$ cat src/rtl/exhaustive_vector_sweeper_pkg.sv
// Shared types and constants for the exhaustive vector sweeper and its response compactor.
// crc_step is the reference single-bit signature update for the default 16-bit signature.
package exhaustive_vector_sweeper_pkg;

   typedef enum logic [1:0] {
      IDLE = 2'd0,
      RUN  = 2'd1,
      DONE = 2'd2
   } state_e;

   localparam int          SIG_W_DEF    = 16;
   localparam logic [15:0] SIG_POLY_DEF = 16'h1021;
   localparam logic [15:0] SIG_SEED_DEF = 16'hFFFF;

   function automatic logic [15:0] crc_step(input logic [15:0] sig,
                                            input logic        b,
                                            input logic [15:0] poly);
      logic fb;
      fb = sig[15] ^ b;
      return {sig[14:0], 1'b0} ^ (fb ? poly : 16'h0000);
   endfunction

endpackage

$ cat src/rtl/exhaustive_vector_sweeper_compactor.sv
// Response compactor: ones counter plus serial CRC signature over a single-bit response stream.
// Kept separate so multi-output benchmarks can instantiate one per output.
module exhaustive_vector_sweeper_compactor
   import exhaustive_vector_sweeper_pkg::*;
#(
   parameter int               CNT_W    = 11,
   parameter int               SIG_W    = SIG_W_DEF,
   parameter logic [SIG_W-1:0] SIG_POLY = SIG_POLY_DEF,
   parameter logic [SIG_W-1:0] SIG_SEED = SIG_SEED_DEF
) (
   input  logic             clk,
   input  logic             rst,
   input  logic             clr,
   input  logic             sample,
   input  logic             y_in,
   output logic [CNT_W-1:0] ones_count,
   output logic [SIG_W-1:0] signature
);

   logic [CNT_W-1:0] ones_r;
   logic [SIG_W-1:0] sig_r;

   function automatic logic [SIG_W-1:0] crc_next(input logic [SIG_W-1:0] sig, input logic b);
      logic fb;
      fb = sig[SIG_W-1] ^ b;
      return {sig[SIG_W-2:0], 1'b0} ^ (fb ? SIG_POLY : {SIG_W{1'b0}});
   endfunction

   // Counter and signature registers: cleared on reset or sweep start, updated per sample.
   always_ff @(posedge clk) begin
      if (rst || clr) begin
         ones_r <= {CNT_W{1'b0}};
         sig_r  <= SIG_SEED;
      end else if (sample) begin
         ones_r <= ones_r + CNT_W'(y_in);
         sig_r  <= crc_next(sig_r, y_in);
      end else begin
         ones_r <= ones_r;
         sig_r  <= sig_r;
      end
   end

   assign ones_count = ones_r;
   assign signature  = sig_r;

endmodule

$ cat src/rtl/exhaustive_vector_sweeper.sv
// Drives all 2^N_IN input vectors in ascending order into a combinational benchmark and
// compacts the returned y_in stream into a ones count and a CRC signature.
module exhaustive_vector_sweeper
   import exhaustive_vector_sweeper_pkg::*;
#(
   parameter int               N_IN     = 10,
   parameter int               SIG_W    = SIG_W_DEF,
   parameter logic [SIG_W-1:0] SIG_POLY = SIG_POLY_DEF,
   parameter logic [SIG_W-1:0] SIG_SEED = SIG_SEED_DEF
) (
   input  logic             clk,
   input  logic             rst,
   input  logic             start,
   input  logic             step_en,
   output logic [N_IN-1:0]  x_out,
   input  logic             y_in,
   output logic             busy,
   output logic             done,
   output logic [N_IN:0]    ones_count,
   output logic [SIG_W-1:0] signature
);

   state_e          state_r;
   state_e          state_nxt_s;
   logic [N_IN-1:0] x_r;
   logic            start_ok_s;
   logic            step_s;
   logic            last_s;

   assign start_ok_s = start && ((state_r == IDLE) || (state_r == DONE));
   assign step_s     = (state_r == RUN) && step_en;
   assign last_s     = step_s && (x_r == {N_IN{1'b1}});

   // State register.
   always_ff @(posedge clk) begin
      if (rst) begin
         state_r <= IDLE;
      end else begin
         state_r <= state_nxt_s;
      end
   end

   // Next-state logic; start is only honoured outside RUN.
   always_comb begin
      state_nxt_s = state_r;
      case (state_r)
         IDLE:    state_nxt_s = start ? RUN : IDLE;
         RUN:     state_nxt_s = last_s ? DONE : RUN;
         DONE:    state_nxt_s = start ? RUN : DONE;
         default: state_nxt_s = IDLE;
      endcase
   end

   // Status outputs decoded from the state register.
   always_comb begin
      busy = 1'b0;
      done = 1'b0;
      case (state_r)
         IDLE:    begin busy = 1'b0; done = 1'b0; end
         RUN:     begin busy = 1'b1; done = 1'b0; end
         DONE:    begin busy = 1'b0; done = 1'b1; end
         default: begin busy = 1'b0; done = 1'b0; end
      endcase
   end

   // Vector counter; wraps to zero after the all-ones vector has been sampled.
   always_ff @(posedge clk) begin
      if (rst || start_ok_s) begin
         x_r <= {N_IN{1'b0}};
      end else if (step_s) begin
         x_r <= x_r + {{(N_IN-1){1'b0}}, 1'b1};
      end else begin
         x_r <= x_r;
      end
   end

   assign x_out = x_r;

   exhaustive_vector_sweeper_compactor #(
      .CNT_W    (N_IN + 1),
      .SIG_W    (SIG_W),
      .SIG_POLY (SIG_POLY),
      .SIG_SEED (SIG_SEED)
   ) u_compactor (
      .clk        (clk),
      .rst        (rst),
      .clr        (start_ok_s),
      .sample     (step_s),
      .y_in       (y_in),
      .ones_count (ones_count),
      .signature  (signature)
   );

endmodule

$ cat config.mk
export PLATFORM = sky130hd
export DESIGN_NAME = exhaustive_vector_sweeper
export DESIGN_NICKNAME = d
export VERILOG_FILES = /design/src/rtl/exhaustive_vector_sweeper_pkg.sv /design/src/rtl/exhaustive_vector_sweeper_compactor.sv /design/src/rtl/exhaustive_vector_sweeper.sv
export SDC_FILE = /design/constraint.sdc
export NUM_CORES = 1
export LEC_CHECK = 0
export CAP_MARGIN = 20
export CORE_UTILIZATION = 40
export DETAILED_ROUTE_END_ITERATION = 10
export GPL_TIMING_DRIVEN = 1
export PLACE_DENSITY_LB_ADDON = 0.25
export SYNTH_ARGS = -nofsm -noshare
export SYNTH_HDL_FRONTEND = slang
export SYNTH_SLANG_ARGS = --single-unit
$ cat constraint.sdc
create_clock -name clk -period 1.75 [get_ports clk]
set_clock_uncertainty 0.05 [all_clocks]
set_input_delay 0.2625 -clock clk [delete_from_list [all_inputs] [get_ports clk]]
set_output_delay 0.2625 -clock clk [all_outputs]
set_load 0.03 [all_outputs]
==> results.txt <==
- Post-layout minimum cycle time: approximately 1.7 ns
- Number of H-tree levels: 2
* Clk Tree Root Cell: sky130_fd_sc_hd__clkbuf_8
* # Max-Cap Violations: 0
- Outcome: completed
- Port buffering added 43 buffers.
- Critical path class: register to output pin
- Overall fraction of global-route tracks in use: ~18%
* Portion of total power attributed to combinational logic: around an eighth
- Peak per-stage delay on the critical path: approximately 0.70 ns
* Post-DR wirelength/cell: ~12 um
* Routed via count divided by cell count: roughly 5.2
* Number of global-route vias before repair: ~1400
* Post-DP HPWL: roughly 2800 um
- In this run the worst setup path begins at x_out[7]$_SDFFE_PP0P_.
* Power density over cell area: ~720 nW/um^2
* Antenna violations before repair: 0
* Post-synthesis cell count: 201
- The area growth from synthesis to layout is 42.0%.
- Setup violations remaining at the end of the flow were counted as 0.
* # diodes: 0
- Cell chain of the critical path: clkdlybuf4s50_1
- The first global-routing pass estimated between 6000 and 7000 um of wire.
- Peak supply drop: about 0.40 mV
- Once layout is done, the placed cells without fillers occupy 2400 sq um.
- The later pin in the worst-skew pair is clocked with a latency of roughly 0.28 ns.
* Relative slew margins: between 70 and 80%
- After clock tree synthesis, the clock-pin slew on the worst setup and hold paths is roughly 0.08 ns.
- The number of hold violations in the final report is 0.
- Grouping stages by cell kind, the critical path spends the most delay in buffers and inverters.
- The die is ~67 um wide.
* Number of sinks handled by clock tree synthesis: 39
* Share of synthesized area occupied by flip-flops and latches: between 40% and 50%
* Fraction of layout instances using a drive strength above 1: between 10 and 15%
- Via count: approximately 1600
- Std-Cell Core Area: about 4000 sq um
* Die ar.: ~4500 sq um
- Number of flip-flops and latches in the synthesized netlist: 39
* Net switching share of the total power: 25.8%
- Residual DRC: 0
- Of the total power, registers draw between 50% and 60%.
* Initial standard-cell utilization of the core: a little over two fifths
- Leakage Power: approximately 1.0 nW
* Die extent in y: 67.0 um
- Pint: 1.28 mW
* CTS Buf Count: 5
- Timing would allow up to 593 MHz.
* Pin count of the biggest net entering global routing: 27
* CP max FO: 5
* Post-synth cell types: 29
* Critical path endpoint category: output pin
- Post-route ant nets: 0
- Cells fill about three fifths of the core in the end.
- Post-synth design cell area: approximately 1700 sq um
- In this run, the number of DRC markers left after iteration 0 of detailed routing was between 60 and 70.
- Wirelength, routed: 3840 um
* Critical path buffers and inverters: 1
- Number of buffers inserted by hold repair at cts: 0
- The worst hold path belongs to the class register to register.
- At the pin with the least slew margin, the transition time is 0.418 ns.
- Number of top-level pins: 44
* Clock network fraction of design power: 33.9%
- Syn nets: about 210
* Number of optimization iterations in the first detailed-route pass: 4
- Type of origin of the critical path: register
- The floorplan has 23 rows.
- Mean cell area of the mapped netlist: about 8.4 sq um
- TritonCTS built the clock tree.
- Data on the critical path is required at its endpoint by between 1 and 1.5 ns.
- Summed over all nets, the switching power comes to about 0.44 mW.
- Placed cell area: about 2300 sq um
* Worst Min Path Start: u_compactor.signature[0]$_SDFFE_PP1P_
* Endpoint arrival time on the critical path: around 1.4 ns
* Number of synthesis warnings: 0
- The clock passes through at most 2 buffers.
- Share of the clock period used by the worst path after layout: around 96%
- Setup repair after global routing left no endpoint under its margin.
* Weighted congestion at the end of routability-driven global placement: roughly 0.74
- Reg2reg start: state_r[0]$_SDFF_PP0_
* Number of nets in the layout: ~270
- Worst-path cell with the longest stage delay: sky130_fd_sc_hd__clkdlybuf4s50_1
- The final count of pins violating max slew is 0.
* Overflow left after global routing: 0
==> power by group through the flow <==
stage / combinational, mW / clock, mW / sequential [mW]
2_1_floorplan: 0.0919 / 0 / 0.973
3_3_place_gp: 0.214 / 0 / 0.941
3_5_place_dp: 0.218 / 0 / 0.941
4_1_cts: 0.216 / 0.610 / 0.921
5_1_grt: 0.237 / 0.641 / 0.923
6_report: 0.216 / 0.584 / 0.921
==> state kept, by name, summed over array words and instances, names as in the netlist <==
signal and cells:
state_r 2, u_compactor.ones_count 11, u_compactor.signature 16, x_out 10
==> stage by stage <==
step	power, mW	hold slack (ns)	setup slack [ns]	cells	setup TNS [ns]
after global routing	1.80	0.466	0.00517	314	0
after detailed placement	1.16	0.429	-0.236	305	-2.54
final	1.72	0.438	0.0631	314	0
after floorplan	1.06	0.285	0.0566	201	0
after CTS	1.75	0.444	0.00786	313	0
after global placement	1.16	0.420	-0.202	305	-1.80
==> layout make-up <==
type / count / area (sq um)
Clock buffer: 6 / 72.6
Clock inverter: 2 / 12.5
Fill cell: 397 / 1630
Inverter: 7 / 26.3
Multi-Input combinational cell: 144 / 841
Sequential cell: 39 / 781
Tap cell: 50 / 62.6
Timing Repair Buffer: 66 / 606
==> placed cells by master (no fill, tap or decap), types with 4 or more instances in the layout <==
master | synthesis | routed
sky130_fd_sc_hd__nand2_1 | 41 | 41
sky130_fd_sc_hd__dfxtp_1 | 39 | 39
sky130_fd_sc_hd__clkdlybuf4s50_1 | 0 | 33
sky130_fd_sc_hd__nand3_1 | 24 | 24
sky130_fd_sc_hd__buf_4 | 0 | 23
sky130_fd_sc_hd__a21oi_1 | 15 | 15
sky130_fd_sc_hd__inv_1 | 7 | 7
sky130_fd_sc_hd__o31ai_1 | 7 | 7
sky130_fd_sc_hd__or4_1 | 7 | 7
sky130_fd_sc_hd__nand3b_1 | 5 | 5
sky130_fd_sc_hd__mux2i_1 | 5 | 5
sky130_fd_sc_hd__clkbuf_8 | 0 | 5
sky130_fd_sc_hd__dlymetal6s2s_1 | 0 | 5
sky130_fd_sc_hd__nor4_1 | 5 | 4
sky130_fd_sc_hd__o21ai_0 | 4 | 4
sky130_fd_sc_hd__or3_1 | 4 | 4
sky130_fd_sc_hd__dlygate4sd2_1 | 0 | 4
==> routing by layer <==
metal	vias to the layer above	wire, um	track usage (%)
li1	837	-	-
met2	32	1810	29.8
met5	-	0	0
met1	766	1830	22.3
met4	0	23	6.38
met3	2	176	6.51
==> worst paths after layout <==
kind	endpoint	slack, ns	depth (start not counted)
min	u_compactor.signature[1]$_SDFFE_PP1P_	0.44	2
min reg2reg	u_compactor.signature[1]$_SDFFE_PP1P_	0.44	2
max	x_out[7]	0.06	1
max reg2reg	u_compactor.ones_count[5]$_SDFFE_PP0P_	0.17	5
==> logic make-up (layout without fill, tap and decap cells) <==
group	Yosys count	after routing	synth area share, %
simple gates	100	100	30.6
flops	39	39	46.2
compound gates	31	31	11.0
buf+inv	18	81	4.44
xor+xnor	5	5	2.59
mux	5	5	2.96
fa+ha+maj	3	3	2.22
==> cells in the mapped netlist <==
| library cell | number | area (sq um) |
|---|---|---|
| sky130_fd_sc_hd__a211oi_1 | 1 | 7.51 |
| sky130_fd_sc_hd__a21oi_1 | 15 | 75.1 |
| sky130_fd_sc_hd__and2_1 | 1 | 6.26 |
| sky130_fd_sc_hd__and3b_1 | 1 | 8.76 |
| sky130_fd_sc_hd__buf_2 | 6 | 30.0 |
| sky130_fd_sc_hd__clkbuf_1 | 5 | 18.8 |
| sky130_fd_sc_hd__dfxtp_1 | 39 | 781 |
| sky130_fd_sc_hd__ha_1 | 3 | 37.5 |
| sky130_fd_sc_hd__inv_1 | 7 | 26.3 |
| sky130_fd_sc_hd__mux2i_1 | 5 | 50.1 |
| sky130_fd_sc_hd__nand2_1 | 41 | 154 |
| sky130_fd_sc_hd__nand2b_1 | 1 | 6.26 |
| sky130_fd_sc_hd__nand3_1 | 24 | 120 |
| sky130_fd_sc_hd__nand3b_1 | 5 | 37.5 |
| sky130_fd_sc_hd__nand4_1 | 3 | 18.8 |
| sky130_fd_sc_hd__nand4b_1 | 2 | 17.5 |
| sky130_fd_sc_hd__nor2_1 | 2 | 7.51 |
| sky130_fd_sc_hd__nor2b_1 | 2 | 12.5 |
| sky130_fd_sc_hd__nor4_1 | 5 | 31.3 |
| sky130_fd_sc_hd__nor4_2 | 1 | 12.5 |
| sky130_fd_sc_hd__o211ai_1 | 3 | 22.5 |
| sky130_fd_sc_hd__o21a_1 | 1 | 7.51 |
| sky130_fd_sc_hd__o21ai_0 | 4 | 20.0 |
| sky130_fd_sc_hd__o31ai_1 | 7 | 52.6 |
| sky130_fd_sc_hd__or2b_1 | 1 | 7.51 |
| sky130_fd_sc_hd__or3_1 | 4 | 25.0 |
| sky130_fd_sc_hd__or4_1 | 7 | 52.6 |
| sky130_fd_sc_hd__xnor2_1 | 2 | 17.5 |
| sky130_fd_sc_hd__xor2_1 | 3 | 26.3 |
==> what timing repair did <==
item | 4_1_cts | 5_1_grt
resized for setup | 5 | 8
pin swaps | 0 | 1
setup buffers | 0 | 1
setup endpoints to repair | 5 | 9
Note: power is estimated with default switching activity, not from simulation.
